### src/rtl/seg_pkg.sv
// Shared types and constants for the two-digit seven-segment decoder.
// Segment codes are written a..g from MSB to LSB (bit 6 = a, bit 0 = g).
package seg_pkg;

`ifdef SEG_DEBOUNCE_EN
  typedef enum logic [1:0] {
    ST_IDLE    = 2'd0,
    ST_CAPTURE = 2'd1,
    ST_STABLE  = 2'd2,
    ST_DECODE  = 2'd3
  } state_e;
`else
  typedef enum logic [1:0] {
    ST_IDLE    = 2'd0,
    ST_CAPTURE = 2'd1,
    ST_DECODE  = 2'd3
  } state_e;
`endif

  localparam logic [6:0] SEG_0 = 7'b1111110;
  localparam logic [6:0] SEG_1 = 7'b0110000;
  localparam logic [6:0] SEG_2 = 7'b1101101;
  localparam logic [6:0] SEG_3 = 7'b1111001;
  localparam logic [6:0] SEG_4 = 7'b0110011;
  localparam logic [6:0] SEG_5 = 7'b1011011;
  localparam logic [6:0] SEG_6 = 7'b1011111;
  localparam logic [6:0] SEG_7 = 7'b1110000;
  localparam logic [6:0] SEG_8 = 7'b1111111;
  localparam logic [6:0] SEG_9 = 7'b1110011;

  // A blank tens digit means zero; only "1" may be lit.
  localparam logic [6:0] TENS_0 = 7'b0000000;
  localparam logic [6:0] TENS_1 = 7'b0110000;

  localparam logic [4:0] MAX_VALUE = 5'd15;
  localparam int unsigned CNT_W = 4;

endpackage

### src/rtl/seg_digit_lut.sv
// Combinational seven-segment code to decimal digit lookup.
// Codes outside SEG_0..SEG_9 report legal_o=0 and digit_o=0.
module seg_digit_lut
  import seg_pkg::*;
(
  input  logic [6:0] code_i,
  output logic       legal_o,
  output logic [3:0] digit_o
);

  always_comb begin
    legal_o = 1'b1;
    digit_o = 4'd0;
    case (code_i)
      SEG_0:   digit_o = 4'd0;
      SEG_1:   digit_o = 4'd1;
      SEG_2:   digit_o = 4'd2;
      SEG_3:   digit_o = 4'd3;
      SEG_4:   digit_o = 4'd4;
      SEG_5:   digit_o = 4'd5;
      SEG_6:   digit_o = 4'd6;
      SEG_7:   digit_o = 4'd7;
      SEG_8:   digit_o = 4'd8;
      SEG_9:   digit_o = 4'd9;
      default: legal_o = 1'b0;
    endcase
  end

endmodule

### src/rtl/seg_decoder.sv
// Captures a two-digit seven-segment frame and decodes it to a 4-bit value with valid/err pulses.
// Optional input debounce (STABLE state + counter) is compiled in with SEG_DEBOUNCE_EN.
module seg_decoder
  import seg_pkg::*;
#(
  parameter int unsigned DEB_CYCLES = 4
) (
  input  logic       clk,
  input  logic       reset,
  input  logic [6:0] dse,
  input  logic [6:0] dsd,
  input  logic       ready,
  output logic       busy,
  output logic [3:0] s,
  output logic       valid,
  output logic       err
);

  if (DEB_CYCLES < 1 || DEB_CYCLES > 15) begin : g_bad_deb_cycles
    $error("DEB_CYCLES must be in 1..15");
  end

  state_e     state_q, state_d;
  logic [6:0] dse_q, dse_d;
  logic [6:0] dsd_q, dsd_d;
  logic [3:0] s_q, s_d;
  logic       valid_q, valid_d;
  logic       err_q, err_d;

  logic       t_legal, u_legal;
  logic [3:0] t_digit, u_digit;
  logic       tens_one, tens_ok;
  logic [4:0] value;
  logic       frame_ok;

  seg_digit_lut u_tens_lut (
    .code_i  (dse_q),
    .legal_o (t_legal),
    .digit_o (t_digit)
  );

  seg_digit_lut u_units_lut (
    .code_i  (dsd_q),
    .legal_o (u_legal),
    .digit_o (u_digit)
  );

  // The tens LUT only recognises lit digits, so a blank tens position is handled here.
  assign tens_one = t_legal && (t_digit == 4'd1);
  assign tens_ok  = (dse_q == TENS_0) || tens_one;
  assign value    = (tens_one ? 5'd10 : 5'd0) + {1'b0, u_digit};
  assign frame_ok = tens_ok && u_legal && (value <= MAX_VALUE);

`ifdef SEG_DEBOUNCE_EN
  localparam logic [CNT_W-1:0] DEB_LIMIT = CNT_W'(DEB_CYCLES);
  logic [CNT_W-1:0] cnt_q, cnt_d;
`endif

  always_comb begin
    state_d = state_q;
    dse_d   = dse_q;
    dsd_d   = dsd_q;
    s_d     = s_q;
    valid_d = 1'b0;
    err_d   = 1'b0;
`ifdef SEG_DEBOUNCE_EN
    cnt_d   = cnt_q;
`endif
    case (state_q)
      ST_IDLE: begin
        if (ready) begin
          dse_d   = dse;
          dsd_d   = dsd;
          state_d = ST_CAPTURE;
        end
      end
      ST_CAPTURE: begin
`ifdef SEG_DEBOUNCE_EN
        cnt_d   = '0;
        state_d = ST_STABLE;
`else
        state_d = ST_DECODE;
`endif
      end
`ifdef SEG_DEBOUNCE_EN
      ST_STABLE: begin
        if (dse == dse_q && dsd == dsd_q) begin
          cnt_d = cnt_q + 1'b1;
          if (cnt_q + 1'b1 == DEB_LIMIT) begin
            state_d = ST_DECODE;
          end
        end else begin
          dse_d = dse;
          dsd_d = dsd;
          cnt_d = '0;
        end
      end
`endif
      ST_DECODE: begin
        if (frame_ok) begin
          s_d     = value[3:0];
          valid_d = 1'b1;
        end else begin
          err_d   = 1'b1;
        end
        state_d = ST_IDLE;
      end
      default: state_d = ST_IDLE;
    endcase
  end

  always_ff @(posedge clk or negedge reset) begin
    if (!reset) begin
      state_q <= ST_IDLE;
      dse_q   <= '0;
      dsd_q   <= '0;
      s_q     <= '0;
      valid_q <= 1'b0;
      err_q   <= 1'b0;
`ifdef SEG_DEBOUNCE_EN
      cnt_q   <= '0;
`endif
    end else begin
      state_q <= state_d;
      dse_q   <= dse_d;
      dsd_q   <= dsd_d;
      s_q     <= s_d;
      valid_q <= valid_d;
      err_q   <= err_d;
`ifdef SEG_DEBOUNCE_EN
      cnt_q   <= cnt_d;
`endif
    end
  end

  assign busy  = (state_q != ST_IDLE);
  assign s     = s_q;
  assign valid = valid_q;
  assign err   = err_q;

endmodule
### config.mk
export PLATFORM = sky130hd
export DESIGN_NAME = seg_decoder
export DESIGN_NICKNAME = d
export VERILOG_FILES = /design/src/rtl/seg_pkg.sv /design/src/rtl/seg_digit_lut.sv /design/src/rtl/seg_decoder.sv
export SDC_FILE = /design/constraint.sdc
export NUM_CORES = 1
export LEC_CHECK = 0
export CAP_MARGIN = 10
export CORE_MARGIN = 3
export CORE_UTILIZATION = 51
export DETAILED_ROUTE_END_ITERATION = 10
export GPL_TIMING_DRIVEN = 0
export PLACE_DENSITY = 0.78
export SYNTH_ARGS = -nofsm -noshare
export SYNTH_HDL_FRONTEND = slang
export SYNTH_HIERARCHICAL = 1
export SYNTH_SLANG_ARGS = --single-unit
### constraint.sdc
create_clock -name clk -period 3.1 [get_ports clk]
set_clock_uncertainty 0.1 [all_clocks]
set_input_delay 0.31 -clock clk [delete_from_list [all_inputs] [get_ports clk]]
set_output_delay 0.31 -clock clk [all_outputs]
set_load 0.005 [all_outputs]
==> metrics <==
post-synthesis sequential area ratio 0.421; first-pass GRT wire length 4.44 mm; chip height 56.7 microns; Antenna diodes 0; DR vias about 1100; synthesized area 0.00131 sq mm; met1 usage 0.229; post-route ant nets 0; DRT Pass-1 Iters 4; most frequent cell after synthesis dfrtp_1; Synth top area share 0.421; layout cells sized above 1 0.247; FF+latch count, synth 22; Post-route DRC 0; vias in the first global route between 900 and 1000; synth top area cells dfrtp_1, mux2_2, nand2_1; max cap viols 0; Required @ worst endpoint about 3.2 ns; Avg Cell Area, Syn 10.1 sq um; met2 Use GR 0.294; largest net degree at the start of global routing 23; Final period util 0.948; slew margin rel. 0.372; Leak Pwr 0.000700 uW; Cell Pwr Density 833 mW/mm^2; Max Fclk 340 MHz; Synth cell types 28; CTS H-tree lvls 1; Fill cells 174; Worst EP arrival 3.04 ns; final RePlAce weighted congestion 0.799; initial antenna violation count 0; Slew Viols, Final 0; GRT Resource Usage Total 0.174; HP Class register to register; Vias/cell between 5 and 6; routing usage on met3 0.0276; CP endpoint kind register; TritonCTS Buffers 3; post-layout util 0.724; clk sink count 22; Routed WL per cell 14.5 microns; row cnt 17; run status completed; CP startpoint kind register; First DRT Iteration DRCs 35; core area 0.00232 sq mm; Mapped Nets 149; ys flop type dfrtp_1; IO Pins 24; setup_tns 0 ns; GRT busiest layer met2; Longest Clk Path Bufs 2; EDFF count, synth 0; clk_lat worst skew 0.31 ns; CTS tree built; WL final ~2.7 mm; die area 0.00321 sq mm; Mapped Cells ~130; Max FO, Critical Path 8; Slew @ Worst Pin 0.940 ns; Setup violations, final 0; P&R area growth vs syn 28.2%; hold path depth 1; initial core utilization 0.564; yosys warns 6; Hold Vio Cnt, Final 0; worst reg-to-reg path cell count 14; reg2reg start dse_q[5]; worst setup path start dse_q[5]; IO buf count 23; CTS root buf clkbuf_4; HP Start state_q[1]; hold buffer count at cts 0; Synth area leader dfrtp_1; asr flop ratio synth 1.00; Final nets 179; post-DP HPWL approximately 2.0 mm; synth cell count leaders dfrtp_1, mux2_2, nand2_1; clk slew on worst S/H paths between 0.1 and 0.15 ns; fin crit period 2.94 ns; chip width about 57 microns; grt ovf 0; CP Class register to register; worst vdd ir 0.627 mV
-- flip-flops by register name (all words and copies together), names as in the netlist --
register / cells
dsd_q: 7
dse_q: 7
err: 1
s: 4
state_q: 2
valid: 1
-- critical path, stage by stage (launching register included) --
cell	delay, ns
dfrtp_1	0.42
clkbuf_4	0.18
xnor2_1	0.13
a21oi_1	0.14
a31oi_1	0.10
nor3b_1	0.24
nor4b_2	0.23
nand2_1	0.12
inv_2	0.10
ha_4	0.21
nand3_1	0.08
nand3b_1	0.14
a211oi_4	0.19
buf_6	0.16
mux2_4	0.30
-- per-layer routing --
layer	share of wire	vias up
met5	0	-
met4	0	0
met3	0.048	0
met2	0.49	39
met1	0.46	543
li1	-	525
-- timing repair --
item,in CTS,in global routing
buffers inserted,1,2
pin swaps,2,4
gates resized for setup,0,11
endpoints found under the setup margin,4,4
-- cells by family (layout without fill, tap and decap cells) --
logic type	after synthesis	in the layout	share of synthesized area
AO/OA/AOI/OAI	16	16	0.0879
XOR/XNOR	7	7	0.0468
adder cells (fa/ha/maj)	3	3	0.0287
buffers and inverters	13	42	0.0554
flip-flops	22	22	0.421
multiplexers	18	18	0.155
AND/OR/NAND/NOR	50	50	0.206
-- worst paths after layout --
path | to | slack [ns]
max in group asynchronous | s[0] | 1.92
hold / removal | state_q[0] | 0.39
setup reg to reg | s[0] | 0.16
setup / recovery | s[0] | 0.16
min in group asynchronous | dse_q[2] | 0.41
hold reg to reg | state_q[0] | 0.39
-- final cells by class --
class / instances / area [sq um] / share of cell area
multi-input combinational: 94 / 729 / 0.435
timing repair buffer: 26 / 256 / 0.153
inverter: 6 / 22.5 / 0.0134
tap: 28 / 35.0 / 0.0209
clock buffer: 4 / 36.3 / 0.0216
sequential: 22 / 551 / 0.328
buffer: 6 / 47.5 / 0.0283
-- power by group --
group	switching, uW	internal [uW]	leakage (uW)
clock	87.4	71.7	0.0000210
combinational	313	361	0.000408
sequential	168	398	0.000272
total	568	831	0.000700
-- placed cells by master (no fill, tap or decap), types with 4 or more instances in the layout --
| cell type | n |
|---|---|
| clkdlybuf4s50_1 | 23 |
| dfrtp_1 | 22 |
| mux2_2 | 14 |
| nand2_1 | 13 |
| nor3_1 | 5 |
| nand3_1 | 5 |
| a21oi_1 | 5 |
| nor2_1 | 5 |
| inv_1 | 5 |
| mux2_4 | 4 |
| clkbuf_4 | 4 |
| nand4_1 | 4 |
| nand2b_1 | 4 |
| xnor2_1 | 4 |
| o32ai_1 | 4 |
| a31oi_1 | 4 |
-- through the flow --
stage	total power (uW)	instances	hold WS [ns]	setup WS, ns	cell area, sq um
after floorplan	1040	129	-0.0856	0.258	1310
after global placement	1170	180	0.356	0.0747	1570
after detailed placement	1210	180	0.378	0.00735	1570
after CTS	1380	185	0.395	0.0188	1620
after global routing	1510	186	0.405	-0.0102	1680
final	1400	186	0.390	0.160	1680
Note: power is estimated with default switching activity, not from simulation.
